### config.mk
export PLATFORM = sky130hd
export DESIGN_NAME = axil_cmd_master_flat
export DESIGN_NICKNAME = d
export VERILOG_FILES = /design/src/rtl/axil_cmd_master_if.sv /design/src/rtl/axil_cmd_master.sv /design/src/flat_wrapper.sv
export SDC_FILE = /design/constraint.sdc
export NUM_CORES = 1
export LEC_CHECK = 0
export BUFFER_PORTS_ARGS = -buffer_cell sky130_fd_sc_hd__buf_2
export CAP_MARGIN = 20
export CORE_ASPECT_RATIO = 0.75
export CORE_MARGIN = 4
export CORE_UTILIZATION = 50
export CTS_CLUSTER_SIZE = 24
export DETAILED_ROUTE_END_ITERATION = 10
export GPL_TIMING_DRIVEN = 0
export PLACE_DENSITY = 0.85
export RECOVER_POWER = 50
export SLEW_MARGIN = 20
export SYNTH_ARGS = -nofsm -noshare
export SYNTH_HDL_FRONTEND = slang
export SYNTH_SLANG_ARGS = --single-unit
export TNS_END_PERCENT = 100
### constraint.sdc
create_clock -name clk -period 2.5 [get_ports clk]
set_input_delay 0.75 -clock clk [delete_from_list [all_inputs] [get_ports clk]]
set_output_delay 0.75 -clock clk [all_outputs]
set_load 0.01 [all_outputs]
### src/rtl/axil_cmd_master_if.sv
// Bus bundle for axil_cmd_master: the command stream, the AXI-Lite master
// channels and the response stream.
// master modport: the bridge's view (drives AXI-Lite requests and responses).
// slave modport:  the opposite side (command source, AXI-Lite slave, response sink).
interface axil_cmd_master_if #(
    parameter int unsigned CFGAW = 32,
    parameter int unsigned CFGDW = 32
);
    // Command stream: {write, addr, data}
    logic [CFGAW+CFGDW:0] s_cmd_tdata;
    logic                 s_cmd_tvalid;
    logic                 s_cmd_tready;

    // AXI-Lite write address / data / response
    logic [CFGAW-1:0]     m_axil_awaddr;
    logic                 m_axil_awvalid;
    logic                 m_axil_awready;
    logic [CFGDW-1:0]     m_axil_wdata;
    logic                 m_axil_wvalid;
    logic                 m_axil_wready;
    logic [1:0]           m_axil_bresp;
    logic                 m_axil_bvalid;
    logic                 m_axil_bready;

    // AXI-Lite read address / data
    logic [CFGAW-1:0]     m_axil_araddr;
    logic                 m_axil_arvalid;
    logic                 m_axil_arready;
    logic [CFGDW-1:0]     m_axil_rdata;
    logic [1:0]           m_axil_rresp;
    logic                 m_axil_rvalid;
    logic                 m_axil_rready;

    // Response stream
    logic [CFGDW-1:0]     m_rsp_tdata;
    logic [1:0]           m_rsp_tresp;
    logic                 m_rsp_twrite;
    logic                 m_rsp_tvalid;
    logic                 m_rsp_tready;

    modport master (
        input  s_cmd_tdata, s_cmd_tvalid,
        output s_cmd_tready,
        output m_axil_awaddr, m_axil_awvalid,
        input  m_axil_awready,
        output m_axil_wdata, m_axil_wvalid,
        input  m_axil_wready,
        input  m_axil_bresp, m_axil_bvalid,
        output m_axil_bready,
        output m_axil_araddr, m_axil_arvalid,
        input  m_axil_arready,
        input  m_axil_rdata, m_axil_rresp, m_axil_rvalid,
        output m_axil_rready,
        output m_rsp_tdata, m_rsp_tresp, m_rsp_twrite, m_rsp_tvalid,
        input  m_rsp_tready
    );

    modport slave (
        output s_cmd_tdata, s_cmd_tvalid,
        input  s_cmd_tready,
        input  m_axil_awaddr, m_axil_awvalid,
        output m_axil_awready,
        input  m_axil_wdata, m_axil_wvalid,
        output m_axil_wready,
        output m_axil_bresp, m_axil_bvalid,
        input  m_axil_bready,
        input  m_axil_araddr, m_axil_arvalid,
        output m_axil_arready,
        output m_axil_rdata, m_axil_rresp, m_axil_rvalid,
        input  m_axil_rready,
        input  m_rsp_tdata, m_rsp_tresp, m_rsp_twrite, m_rsp_tvalid,
        output m_rsp_tready
    );
endinterface

### src/rtl/axil_cmd_master.sv
// Command-to-AXI-Lite bridge: one AXI-Lite transaction per command, one
// transaction in flight, result returned on a response stream.
// Ports:
//   clk        rising-edge clock
//   rst        asynchronous active-low reset
//   bus        command / AXI-Lite / response bundle (master modport)
//   busy       high whenever a command is in progress
//   txn_count  completed responses, wrapping
//   err_count  responses with non-zero resp, saturating
module axil_cmd_master #(
    parameter int unsigned CFGAW = 32,
    parameter int unsigned CFGDW = 32,
    parameter int unsigned CNTW  = 16
) (
    input  logic                 clk,
    input  logic                 rst,
    axil_cmd_master_if.master    bus,
    output logic                 busy,
    output logic [CNTW-1:0]      txn_count,
    output logic [CNTW-1:0]      err_count
);
    localparam int unsigned CMDW = 1 + CFGAW + CFGDW;

    typedef enum logic [2:0] {
        IDLE  = 3'd0,
        WRITE = 3'd1,
        WRESP = 3'd2,
        READ  = 3'd3,
        RRESP = 3'd4,
        RSP   = 3'd5
    } state_t;

    state_t            state_q;
    logic [CFGAW-1:0]  awaddr_q;
    logic [CFGDW-1:0]  wdata_q;
    logic [CFGAW-1:0]  araddr_q;
    logic              awvalid_q;
    logic              wvalid_q;
    logic              arvalid_q;
    logic [CFGDW-1:0]  rsp_data_q;
    logic [1:0]        rsp_resp_q;
    logic              rsp_write_q;
    logic              rsp_valid_q;
    logic [CNTW-1:0]   txn_q;
    logic [CNTW-1:0]   err_q;

    // Command field split
    logic              cmd_write;
    logic [CFGAW-1:0]  cmd_addr;
    logic [CFGDW-1:0]  cmd_data;
    assign cmd_write = bus.s_cmd_tdata[CMDW-1];
    assign cmd_addr  = bus.s_cmd_tdata[CFGDW +: CFGAW];
    assign cmd_data  = bus.s_cmd_tdata[CFGDW-1:0];

    // A write channel counts as done if it already completed or completes now
    logic aw_done;
    logic w_done;
    assign aw_done = !awvalid_q || bus.m_axil_awready;
    assign w_done  = !wvalid_q  || bus.m_axil_wready;

    // Main FSM with registered address/data/valid/response outputs
    always_ff @(posedge clk or negedge rst) begin
        if (!rst) begin
            state_q     <= IDLE;
            awaddr_q    <= '0;
            wdata_q     <= '0;
            araddr_q    <= '0;
            awvalid_q   <= 1'b0;
            wvalid_q    <= 1'b0;
            arvalid_q   <= 1'b0;
            rsp_data_q  <= '0;
            rsp_resp_q  <= 2'b00;
            rsp_write_q <= 1'b0;
            rsp_valid_q <= 1'b0;
            txn_q       <= '0;
            err_q       <= '0;
        end else begin
            case (state_q)
                IDLE: begin
                    if (bus.s_cmd_tvalid) begin
                        if (cmd_write) begin
                            awaddr_q  <= cmd_addr;
                            wdata_q   <= cmd_data;
                            awvalid_q <= 1'b1;
                            wvalid_q  <= 1'b1;
                            state_q   <= WRITE;
                        end else begin
                            araddr_q  <= cmd_addr;
                            arvalid_q <= 1'b1;
                            state_q   <= READ;
                        end
                    end
                end
                WRITE: begin
                    if (awvalid_q && bus.m_axil_awready) awvalid_q <= 1'b0;
                    if (wvalid_q && bus.m_axil_wready)   wvalid_q  <= 1'b0;
                    if (aw_done && w_done)               state_q   <= WRESP;
                end
                WRESP: begin
                    if (bus.m_axil_bvalid) begin
                        rsp_data_q  <= '0;
                        rsp_resp_q  <= bus.m_axil_bresp;
                        rsp_write_q <= 1'b1;
                        rsp_valid_q <= 1'b1;
                        state_q     <= RSP;
                    end
                end
                READ: begin
                    if (bus.m_axil_arready) begin
                        arvalid_q <= 1'b0;
                        state_q   <= RRESP;
                    end
                end
                RRESP: begin
                    if (bus.m_axil_rvalid) begin
                        rsp_data_q  <= bus.m_axil_rdata;
                        rsp_resp_q  <= bus.m_axil_rresp;
                        rsp_write_q <= 1'b0;
                        rsp_valid_q <= 1'b1;
                        state_q     <= RSP;
                    end
                end
                RSP: begin
                    if (bus.m_rsp_tready) begin
                        rsp_valid_q <= 1'b0;
                        txn_q       <= txn_q + CNTW'(1);
                        if ((rsp_resp_q != 2'b00) && (err_q != '1)) begin
                            err_q <= err_q + CNTW'(1);
                        end
                        state_q     <= IDLE;
                    end
                end
                default: state_q <= IDLE;
            endcase
        end
    end

    // State decodes (no input-to-output combinational path)
    assign bus.s_cmd_tready  = (state_q == IDLE);
    assign bus.m_axil_bready = (state_q == WRESP);
    assign bus.m_axil_rready = (state_q == RRESP);
    assign busy              = (state_q != IDLE);

    assign bus.m_axil_awaddr  = awaddr_q;
    assign bus.m_axil_awvalid = awvalid_q;
    assign bus.m_axil_wdata   = wdata_q;
    assign bus.m_axil_wvalid  = wvalid_q;
    assign bus.m_axil_araddr  = araddr_q;
    assign bus.m_axil_arvalid = arvalid_q;
    assign bus.m_rsp_tdata    = rsp_data_q;
    assign bus.m_rsp_tresp    = rsp_resp_q;
    assign bus.m_rsp_twrite   = rsp_write_q;
    assign bus.m_rsp_tvalid   = rsp_valid_q;
    assign txn_count          = txn_q;
    assign err_count          = err_q;
endmodule

### src/flat_wrapper.sv
// flat-port wrapper written by rule: the top's interface ports become plain ports
module axil_cmd_master_flat 
#(
    parameter int unsigned CFGAW = 32,
    parameter int unsigned CFGDW = 32,
    parameter int unsigned CNTW  = 16
)
  (clk, rst, busy, txn_count, err_count, bus_s_cmd_tdata, bus_s_cmd_tvalid, bus_s_cmd_tready, bus_m_axil_awaddr, bus_m_axil_awvalid, bus_m_axil_awready, bus_m_axil_wdata, bus_m_axil_wvalid, bus_m_axil_wready, bus_m_axil_bresp, bus_m_axil_bvalid, bus_m_axil_bready, bus_m_axil_araddr, bus_m_axil_arvalid, bus_m_axil_arready, bus_m_axil_rdata, bus_m_axil_rresp, bus_m_axil_rvalid, bus_m_axil_rready, bus_m_rsp_tdata, bus_m_rsp_tresp, bus_m_rsp_twrite, bus_m_rsp_tvalid, bus_m_rsp_tready);
  axil_cmd_master_if #(.CFGAW(CFGAW), .CFGDW(CFGDW)) bus_i ();
  input  logic clk;
  input  logic rst;
  output logic busy;
  output logic [CNTW-1:0] txn_count;
  output logic [CNTW-1:0] err_count;
  input wire logic [$bits(bus_i.s_cmd_tdata)-1:0] bus_s_cmd_tdata;
  input wire logic [$bits(bus_i.s_cmd_tvalid)-1:0] bus_s_cmd_tvalid;
  output wire logic [$bits(bus_i.s_cmd_tready)-1:0] bus_s_cmd_tready;
  output wire logic [$bits(bus_i.m_axil_awaddr)-1:0] bus_m_axil_awaddr;
  output wire logic [$bits(bus_i.m_axil_awvalid)-1:0] bus_m_axil_awvalid;
  input wire logic [$bits(bus_i.m_axil_awready)-1:0] bus_m_axil_awready;
  output wire logic [$bits(bus_i.m_axil_wdata)-1:0] bus_m_axil_wdata;
  output wire logic [$bits(bus_i.m_axil_wvalid)-1:0] bus_m_axil_wvalid;
  input wire logic [$bits(bus_i.m_axil_wready)-1:0] bus_m_axil_wready;
  input wire logic [$bits(bus_i.m_axil_bresp)-1:0] bus_m_axil_bresp;
  input wire logic [$bits(bus_i.m_axil_bvalid)-1:0] bus_m_axil_bvalid;
  output wire logic [$bits(bus_i.m_axil_bready)-1:0] bus_m_axil_bready;
  output wire logic [$bits(bus_i.m_axil_araddr)-1:0] bus_m_axil_araddr;
  output wire logic [$bits(bus_i.m_axil_arvalid)-1:0] bus_m_axil_arvalid;
  input wire logic [$bits(bus_i.m_axil_arready)-1:0] bus_m_axil_arready;
  input wire logic [$bits(bus_i.m_axil_rdata)-1:0] bus_m_axil_rdata;
  input wire logic [$bits(bus_i.m_axil_rresp)-1:0] bus_m_axil_rresp;
  input wire logic [$bits(bus_i.m_axil_rvalid)-1:0] bus_m_axil_rvalid;
  output wire logic [$bits(bus_i.m_axil_rready)-1:0] bus_m_axil_rready;
  output wire logic [$bits(bus_i.m_rsp_tdata)-1:0] bus_m_rsp_tdata;
  output wire logic [$bits(bus_i.m_rsp_tresp)-1:0] bus_m_rsp_tresp;
  output wire logic [$bits(bus_i.m_rsp_twrite)-1:0] bus_m_rsp_twrite;
  output wire logic [$bits(bus_i.m_rsp_tvalid)-1:0] bus_m_rsp_tvalid;
  input wire logic [$bits(bus_i.m_rsp_tready)-1:0] bus_m_rsp_tready;
  assign bus_i.s_cmd_tdata = bus_s_cmd_tdata;
  assign bus_i.s_cmd_tvalid = bus_s_cmd_tvalid;
  assign bus_s_cmd_tready = bus_i.s_cmd_tready;
  assign bus_m_axil_awaddr = bus_i.m_axil_awaddr;
  assign bus_m_axil_awvalid = bus_i.m_axil_awvalid;
  assign bus_i.m_axil_awready = bus_m_axil_awready;
  assign bus_m_axil_wdata = bus_i.m_axil_wdata;
  assign bus_m_axil_wvalid = bus_i.m_axil_wvalid;
  assign bus_i.m_axil_wready = bus_m_axil_wready;
  assign bus_i.m_axil_bresp = bus_m_axil_bresp;
  assign bus_i.m_axil_bvalid = bus_m_axil_bvalid;
  assign bus_m_axil_bready = bus_i.m_axil_bready;
  assign bus_m_axil_araddr = bus_i.m_axil_araddr;
  assign bus_m_axil_arvalid = bus_i.m_axil_arvalid;
  assign bus_i.m_axil_arready = bus_m_axil_arready;
  assign bus_i.m_axil_rdata = bus_m_axil_rdata;
  assign bus_i.m_axil_rresp = bus_m_axil_rresp;
  assign bus_i.m_axil_rvalid = bus_m_axil_rvalid;
  assign bus_m_axil_rready = bus_i.m_axil_rready;
  assign bus_m_rsp_tdata = bus_i.m_rsp_tdata;
  assign bus_m_rsp_tresp = bus_i.m_rsp_tresp;
  assign bus_m_rsp_twrite = bus_i.m_rsp_twrite;
  assign bus_m_rsp_tvalid = bus_i.m_rsp_tvalid;
  assign bus_i.m_rsp_tready = bus_m_rsp_tready;
  axil_cmd_master #(.CFGAW(CFGAW), .CFGDW(CFGDW), .CNTW(CNTW)) u_core (.clk(clk), .rst(rst), .bus(bus_i), .busy(busy), .txn_count(txn_count), .err_count(err_count));
endmodule
==> flow_metrics.tcl, run 1 <==
set metrics [dict create \
    cp-start-kind "flop" \
    timing.hold.ws_ns 0.4726 \
    slew_viol_final 83 \
    stdcell_count 956 \
    power_density_nw_per_um2 1228 \
    p_leak_nw 4.344 \
    drc 0 \
    vias 5000 \
    dpl.hpwl_mm 12.87 \
    outcome "finished with violations" \
    synth.area.top_cells "dfrtp_1, mux2_2, a22o_1" \
    clkTransAtPathRegs_ns 0.06 \
    failed_checks "capacitance limit, slew limit" \
    post_drt_via_cell_ratio 5.230 \
    numCtsBuffers 17 \
    avgSynthCellArea_sq_um 14.14 \
    dieArea_sq_um 15280 \
    synth_warnings 0 \
    num_antenna_cells 0 \
    io_buffers 280 \
    core_area_sq_um 13020 \
    grt_max_degree 89 \
    synth_top_area_cell "dfrtp_1" \
    mostFrequentLayoutCell "buf_2" \
    reg2reg_depth 6 \
    synthArstFlopShare_pct 100.0 \
    layout_common_cells "buf_2, dfrtp_1, mux2_2" \
    r2r-start "u_core.state_q[0]" \
    worst_slew_pin_slew_ns 1.865 \
    critPathBufInv 2 \
    netlist_area_sq_um 6673 \
    endpoint_kind "output port" \
    cts.path.max_buffers 2 \
    drt.antenna.violating_nets 0 \
    initial_core_util_pct 51.26 \
    io_pins 281 \
    grt_pass1_vias 5287 \
    fin_skew_ns 0.009683 \
    seq_area_sq_um 4254 \
    cap_violations 1 \
    rr_endpoint "u_core.err_count[1]" \
    yosysSeqAreaShare_pct 63.75 \
    fp.dieH_um 108.0 \
    synth_top_area_share_pct 63.75 \
    placementRows 36 \
    synth-seq-cells 170 \
    die_x_um 141.4 \
    setup_viol 0 \
    cp_cell_sequence "buf_2 > nor3b_2 > buf_2" \
    cp-startpoint "u_core.state_q[1]" \
    swShare_pct 33.35 \
    finalCritPeriodShare_pct 91.63 \
    syn_inst 472 \
    grt.total_usage_pct 22.56 \
    crit_path_top_delay_cell "dfrtp_1" \
    pwr-share-comb_pct 33.3 \
    grt_setup_unrepaired "false" \
    clk_latency_ns 0.42 \
    area_growth_pct 32.59 \
    ctsRootBufferMaster "clkbuf_16" \
    critical-path-top-delay-family "flip-flops" \
    grt_pass1_wl_mm 27.21 \
    pwr-share-clk_pct 25.0 \
    grt_overflow_total 0 \
    p_int_w 0.007244 \
    grt_antenna_before_repair 0 \
    cp_max_fo 10 \
    slowest_delay_ns 0.42 \
    post_cts_buffers 0 \
    final_nets 884 \
    synth_nets 584 \
    ir_drop_mv 0.7615 \
    maxSlewHeadroom_pct -24.30 \
    route.detailed.wl_per_inst_um 18.21 \
    worstSetupEndpoint "bus_m_axil_rready" \
    fin_area_sq_um 8847 \
    crit_arrival_ns 1.54 \
    clkSinkCount 170 \
    hold_path.class "flop to flop" \
    ys_types 36 \
    crit_required_ns 1.75 \
    hold_viol_final 0 \
    cp.depth 3 \
    rrSetupSlack_ns 0.37 \
    multi_input_area_sq_um 2275 \
    ys.flop_type "dfrtp_1" \
    cp_common_cell "buf_2" \
    drt_wl_total_mm 17.41 \
    path_class "flop to output port" \
    period_needed_ns 2.291 \
    timing.fmax_mhz 436.5 \
    pwr-share-seq_pct 41.7 \
    htreeDepth 4 \
    p_switching_w 0.003624 \
    gp_congestion 0.8235 \
    synth_edf_count 0 \
    drive_gt1_share_pct 45.73 \
    post_dp_cell_area_sq_um 8325 \
    cts_tree "built" \
    num-fill-cells 974 \
    dr.first_iter.drc_count 232 \
    placed_cells 924 \
    dr.pass1.iters 4 \
]
[cell usage after synthesis, types with 8 or more instances]
master      n
mux2_2     99
clkbuf_1   11
nand2_1    22
dfrtp_1   170
xnor2_1    22
nand3_1    11
nand4_1    11
buf_4       8
inv_1       8
nor2_1     14
a22o_1     32
o21ai_0    13
[registers in the layout, indices dropped and copies added, names as in the netlist]
signal and flops:
u_core.bus.m_axil_awvalid 1, u_core.state_q 3, u_core.bus.m_rsp_tresp 2, u_core.bus.m_axil_arvalid 1, u_core.bus.m_rsp_twrite 1, u_core.err_count 16
u_core.txn_count 16, u_core.bus.m_axil_awaddr 32, u_core.bus.m_axil_wdata 32, u_core.bus.m_axil_wvalid 1, u_core.bus.m_rsp_tdata 32, u_core.bus.m_axil_araddr 32
u_core.bus.m_rsp_tvalid 1
[routing by layer]
metal  global-route usage, %  vias to the layer above  part of all wire [%]
met1                   27.73                     2490                    40
met3                   6.587                       30                   6.8
li1                        -                     2294                     -
met5                       0                        -                     0
met2                   38.38                      186                    51
met4                   8.082                        0                   2.3
[final cells by class]
| cell class | instances | share of cell area (%) |
|---|---|---|
| Clock inverter | 9 | 1.556 |
| Multi-Input combinational cell | 271 | 25.71 |
| Sequential cell | 170 | 48.08 |
| Buffer | 23 | 1.301 |
| Inverter | 8 | 0.3394 |
| Tap cell | 171 | 2.418 |
| Clock buffer | 23 | 5.402 |
| Timing Repair Buffer | 281 | 15.19 |
[worst min-delay path by stage]
stage / startpoint / endpoint / slack (ns) / cells past startpoint
finish: u_core.txn_count[15] / u_core.txn_count[15] / 0.47 / 1
global route: u_core.txn_count[15] / u_core.txn_count[15] / 0.50 / 1
CTS: rst / u_core.bus.m_axil_wdata[10] / 0.34 / 1
detailed placement: u_core.txn_count[15] / u_core.txn_count[15] / 0.47 / 1
global placement: u_core.txn_count[15] / u_core.txn_count[15] / 0.46 / 1
floorplan: rst / u_core.bus.m_axil_araddr[0] / 0.45 / 0
[worst register-to-register path, delay by kind of cell (launching register included)]
kind	cells	cell delay, ns
compound gates	2	0.63
buf+inv	2	0.48
mux	1	0.39
flops	1	0.33
simple gates	1	0.19
[per-stage QoR]
stage | TNS, ns | util (%) | total power (W) | worst slack, ns
after floorplan | 0 | - | 0.006511 | 0.5103
after global placement | -279.09 | 63.67 | 0.008069 | -1.654
after detailed placement | 0 | 63.96 | 0.008306 | 0.1200
after CTS | 0 | 68.72 | 0.01109 | 0.1760
after global routing | 0 | 67.96 | 0.01148 | 0.04933
final | 0 | 67.96 | 0.01087 | 0.2092
[power groups by stage]
stage / Combinational [W] / Sequential [W] / Clock [W]
floorplan: 0.00152 / 0.00499 / 0
global placement: 0.00363 / 0.00444 / 0
detailed placement: 0.00378 / 0.00452 / 0
CTS: 0.00381 / 0.00452 / 0.00276
global route: 0.00392 / 0.00467 / 0.00288
finish: 0.00361 / 0.00453 / 0.00272
[cell families (layout without fill, tap and decap cells)]
| group | Yosys count | after routing | share of synthesized area (%) |
|---|---|---|---|
| buffers and inverters | 31 | 344 | 2.231 |
| AO/OA/AOI/OAI | 58 | 58 | 6.432 |
| AND/OR/NAND/NOR | 81 | 81 | 6.376 |
| adder cells (fa/ha/maj) | 2 | 2 | 0.3750 |
| flip-flops | 170 | 170 | 63.75 |
| multiplexers | 102 | 102 | 17.16 |
| XOR/XNOR | 28 | 28 | 3.675 |
[timing repair]
item                       CTS  global route
gates resized for setup      1             0
setup endpoints to repair    1             0
hold buffers                 0             0
Note: power is estimated with default switching activity, not from simulation.
==> run 2: changes to the inputs <==
Settings changed: ABC_AREA set to 1, PLACE_DENSITY 0.85 to 0.79.
==> flow_metrics.tcl, run 2 <==
set metrics [dict create \
    ir_drop_mv 0.5241 \
    cts_tree "built" \
    synth_nets 1002 \
    period_needed_ns 2.222 \
    pre_cts_slack_ns 0.4569 \
    ctsHoldBuffers 0 \
    synth_compound_area_share_pct 0.5147 \
    io_pins 281 \
    clkTransAtPathRegs_ns 0.07 \
    grt_antenna_before_repair 0 \
    grt_setup_unrepaired "false" \
    clkSinkCount 170 \
    synth_xor_xnor_area_share_pct 1.801 \
    timing.fmax_mhz 450.1 \
    mostFrequentLayoutCell "nand2_1" \
    path_class "flop to output port" \
    dr.first_iter.drc_count 417 \
    outcome "finished clean" \
    hold_path.class "flop to flop" \
    drive_gt1_share_pct 23.36 \
    worstSetupEndpoint "bus_s_cmd_tready" \
    grt_pass1_vias 6482 \
    drt.antenna.violating_nets 0 \
    clk_latency_ns 0.41 \
    fp.dieH_um 112.6 \
    finalCritPeriodShare_pct 88.87 \
    hold_path_depth 2 \
    reg2reg_depth 9 \
    dieArea_sq_um 16600 \
    worst_slack_ns 0.2783 \
    grt.total_usage_pct 24.40 \
    drt_wl_total_mm 20.17 \
    rr_endpoint "u_core.bus.m_axil_araddr[22]" \
    grt_max_degree 89 \
    route.detailed.wl_per_inst_um 14.43 \
    placementRows 37 \
    cap_violations 0 \
    post_cts_buffers 0 \
    synth_warnings 0 \
    slew_viol_final 0 \
    setup_viol 0 \
    numCtsBuffers 17 \
    synth-adder-area-share_pct 0.3431 \
    synth_most_common_cell "nand2_1" \
    setup_tns_ns 0 \
    r2r-start "u_core.state_q[1]" \
    syn_inst 890 \
    synth.top_cells.by_count "nand2_1, dfrtp_1, nor2_1, inv_1, nand3_1" \
    dpl.hpwl_mm 15.31 \
    synth_top_area_share_pct 58.33 \
    synthMuxAreaShare_pct 0 \
    multi_input_area_sq_um 2603 \
    fin_skew_ns 0.01327 \
    synth_top_area_cell "dfrtp_1" \
    avgSynthCellArea_sq_um 8.195 \
    cp-startpoint "u_core.state_q[1]" \
    seq_area_sq_um 4254 \
    p_leak_nw 5.402 \
    synth-seq-cells 170 \
    num-fill-cells 1239 \
    cp-start-kind "flop" \
    cts_resized 0 \
    power_density_nw_per_um2 1166 \
    area_growth_pct 29.54 \
    ys_types 23 \
    worst_slew_pin_slew_ns 1.157 \
    grt_pass1_wl_mm 32.73 \
    drc 0 \
    cp_max_fo 6 \
    io_buffers 280 \
    num_antenna_cells 0 \
    cts.path.max_buffers 2 \
    grt_overflow_total 0 \
    maxSlewHeadroom_pct 22.90 \
    ys.flop_type "dfrtp_1" \
    post_drt_via_cell_ratio 4.712 \
    initial_core_util_pct 52.17 \
    core_area_sq_um 13980 \
    crit_arrival_ns 1.47 \
    dr.pass1.iters 5 \
    htreeDepth 4 \
    synth_edf_count 0 \
    vias 6588 \
    ctsRootBufferMaster "clkbuf_16" \
    crit_required_ns 1.75 \
    gp_congestion 0.8864 \
    final_nets 1302 \
    netlist_area_sq_um 7293 \
    die_x_um 147.5 \
    yosysSeqAreaShare_pct 58.33 \
    layout_common_cells "nand2_1, buf_2, dfrtp_1" \
    yosys.area_share.simple_pct 33.23 \
    rrSetupSlack_ns 0.32 \
    synth.area.top_cells "dfrtp_1, nand2_1, nand3_1" \
    synth_top_family_by_area "simple AND/OR/NAND/NOR gates" \
    endpoint_kind "output port" \
    synthArstFlopShare_pct 100.0 \
    hold_viol_final 0 \
]
## run 2: cell types whose count changed in the layout (fill, tap and decap cells not counted), moves of 5 or more
cell,before,now
a22o_1,32,0
mux2_2,98,0
nand2_1,22,519
and3_1,6,0
nand3_1,11,36
buf_6,0,11
inv_1,8,42
a21oi_1,5,0
nor2_1,14,47
clkbuf_1,77,69
xnor2_1,22,7
o21ai_0,13,6
## run 2: report_power, final
group	switching [W]	total [W]	internal, W
Sequential	0.000655	0.00450	0.00384
Combinational	0.00244	0.00385	0.00141
Clock	0.00113	0.00266	0.00153
## run 2: cells by family (layout without fill, tap and decap cells)
logic type / Yosys count / after routing
simple gates: 619 / 619
flops: 170 / 170
buf+inv: 77 / 390
xor+xnor: 15 / 15
compound gates: 7 / 7
fa+ha+maj: 2 / 2
## run 2: worst max-delay path, cell delays in order (launching register included)
cell,delay [ns]
dfrtp_1,0.44
nor2_2,0.18
nand2_1,0.14
inv_1,0.16
buf_2,0.15
## run 2: stage by stage
step | utilization, % | instances | total power, W | hold slack [ns] | cell area [sq um]
6_report | 67.58 | 1398 | 0.01101 | 0.4647 | 9448
5_1_grt | 67.58 | 1398 | 0.01184 | 0.4890 | 9448
4_1_cts | 68.50 | 1398 | 0.01128 | 0.3646 | 9577
3_5_place_dp | 64.20 | 1366 | 0.008578 | 0.4531 | 8976
3_3_place_gp | 63.93 | 1365 | 0.008434 | 0.4477 | 8939
2_1_floorplan | - | 890 | 0.006662 | 0.4544 | 7293
## run 2: worst min-delay path by stage
stage                                       from                            to  slack (ns)
detailed placement  u_core.bus.m_axil_araddr[18]  u_core.bus.m_axil_araddr[18]        0.45
global route           u_core.bus.m_rsp_tdata[3]     u_core.bus.m_rsp_tdata[3]        0.49
floorplan                                    rst   u_core.bus.m_axil_araddr[0]        0.45
global placement      u_core.bus.m_rsp_tdata[19]    u_core.bus.m_rsp_tdata[19]        0.45
CTS                                          rst          u_core.txn_count[15]        0.36
finish               u_core.bus.m_axil_araddr[8]   u_core.bus.m_axil_araddr[8]        0.46
## run 2: routing by layer
layer  routed length (um)  vias to the layer above  global-route usage, %
li1                     -                     3296                      -
met1                 8474                     3008                  31.52
met2                 9472                      262                  39.97
met3                 1863                       22                  7.587
met4                  359                        0                  7.200
met5                    0                        -                      0
## run 2: cell type report
type	instances	share of cell area, %
clock buffer	19	4.688
inverter	45	1.788
timing repair buffer	281	14.14
sequential	170	45.03
clock inverter	13	1.669
multi-input combinational	643	27.55
tap	195	2.582
buffer	32	2.556
==> run 3: changes to the inputs <==
Settings changed: RECOVER_POWER 50 to unset.
==> flow_metrics.tcl, run 3 (synthesis results as in run 2) <==
set metrics [dict create \
    route.detailed.wl_per_inst_um 14.39 \
    cp_cell_sequence "nor2_2 > nand2_1 > inv_1 > buf_2" \
    grt_overflow_total 0 \
    placementRows 37 \
    met1_usage_pct 31.52 \
    post_cts_buffers 0 \
    hold_path.class "primary input to async pin" \
    final_nets 1302 \
    dr.first_iter.drc_count 418 \
    dieArea_sq_um 16600 \
    crit_arrival_ns 1.49 \
    drive_gt1_share_pct 29.34 \
    layout_common_cells "nand2_1, buf_2, dfrtp_1" \
    critical-path-top-delay-family "flip-flops" \
    setup_tns_ns 0 \
    rr_endpoint "u_core.err_count[4]" \
    ir_drop_mv 0.5336 \
    gp_congestion 0.8864 \
    die_x_um 147.5 \
    mostFrequentLayoutCell "nand2_1" \
    busiest_layer "met2" \
    p_leak_nw 5.650 \
    num_antenna_cells 0 \
    pre_cts_slack_ns 0.4569 \
    cts_resized 0 \
    met2_usage_pct 39.97 \
    stdcell_count 1398 \
    grt.total_usage_pct 24.40 \
    vias 6589 \
    maxSlewHeadroom_pct 56.36 \
    fin_skew_ns 0.01224 \
    rrSetupSlack_ns 0.70 \
    setup_viol 0 \
    cp-start-kind "flop" \
    finalCritPeriodShare_pct 89.53 \
    drt_wl_total_mm 20.12 \
    grt_pass1_vias 6482 \
    drt.antenna.violating_nets 0 \
    clk_latency_ns 0.41 \
    endpoint_kind "output port" \
    grt_max_degree 89 \
    timing.fmax_mhz 446.8 \
    worst_slack_ns 0.2619 \
    ctsRootBufferMaster "clkbuf_16" \
    dpl.hpwl_mm 15.31 \
    cts_tree "built" \
    clkTransAtPathRegs_ns 0.07 \
    reg2reg_depth 10 \
    cap_violations 0 \
    r2r-start "u_core.err_count[0]" \
    core_area_sq_um 13980 \
    cp.depth 4 \
    period_needed_ns 2.238 \
    path_class "flop to output port" \
    worst_slew_pin_slew_ns 0.6546 \
    io_pins 281 \
    clkSinkCount 170 \
    initial_core_util_pct 52.17 \
    crit_required_ns 1.75 \
    critPathBufInv 2 \
    ctsHoldBuffers 0 \
    post_drt_via_cell_ratio 4.713 \
    outcome "finished clean" \
    fp.dieH_um 112.6 \
    grt_antenna_before_repair 0 \
    grt_util_met3_pct 7.587 \
    grt_pass1_wl_mm 32.73 \
    io_buffers 280 \
    power_density_nw_per_um2 1164 \
    numCtsBuffers 17 \
    slew_viol_final 0 \
    timing.hold.ws_ns 0.3550 \
    grt_setup_unrepaired "false" \
    slowest_delay_ns 0.44 \
    area_growth_pct 31.31 \
    crit_path_top_delay_cell "dfrtp_1" \
    hold_viol_final 0 \
    htreeDepth 4 \
    placed_cells 1366 \
    drc 0 \
    cp-startpoint "u_core.state_q[1]" \
    cts.path.max_buffers 2 \
    cp_max_fo 6 \
    dr.pass1.iters 5 \
    worstSetupEndpoint "bus_m_axil_rready" \
]
run 3: cell count changes in the layout (fill, tap and decap cells not counted), sizes merged:
cell	change
clkbuf	-68
buf	+68
run 3: report_power, final:
group / leakage, nW / total [W] / internal, W / switching (W)
Clock: 0.285 / 0.00266 / 0.00153 / 0.00113
Sequential: 2.18 / 0.00448 / 0.00384 / 0.000638
Combinational: 3.19 / 0.00401 / 0.00156 / 0.00245
Total: 5.65 / 0.0112 / 0.00693 / 0.00422
run 3: worst min path at each step:
| stage | start | end | slack, ns | cells past startpoint |
|---|---|---|---|---|
| after floorplan | rst | u_core.bus.m_axil_araddr[0] | 0.45 | 0 |
| after global placement | u_core.bus.m_rsp_tdata[19] | u_core.bus.m_rsp_tdata[19] | 0.45 | 2 |
| after detailed placement | u_core.bus.m_axil_araddr[18] | u_core.bus.m_axil_araddr[18] | 0.45 | 2 |
| after CTS | rst | u_core.txn_count[15] | 0.36 | 1 |
| after global routing | rst | u_core.txn_count[3] | 0.38 | 1 |
| final | rst | u_core.txn_count[15] | 0.36 | 1 |
run 3: area by class of cell:
class / instances / area [sq um]
sequential: 170 / 4254
inverter: 45 / 168.9
multi-input combinational: 643 / 2618
fill: 1196 / 4404
tap: 195 / 244.0
clock buffer: 19 / 442.9
clock inverter: 13 / 157.7
buffer: 32 / 252.7
timing repair buffer: 281 / 1439
run 3: through the flow:
stage	utilization [%]	total power (W)	area, sq um
4_1_cts	68.50	0.01128	9577
2_1_floorplan	-	0.006662	7293
3_5_place_dp	64.20	0.008578	8976
6_report	68.50	0.01115	9577
3_3_place_gp	63.93	0.008434	8939
5_1_grt	68.50	0.01198	9577
run 3: worst reg2reg max path, delay by kind of cell (launching register included):
family	cells	cell delay (ns)
fa+ha+maj	1	0.30
buf+inv	3	0.37
flops	1	0.45
simple gates	6	0.63
run 3: metal layers:
layer | up-vias | part of all wire, % | routed length, um
li1 | 3298 | - | -
met1 | 3024 | 43 | 8585
met2 | 245 | 47 | 9394
met3 | 22 | 8.9 | 1782
met4 | 0 | 1.8 | 359
met5 | - | 0 | 0
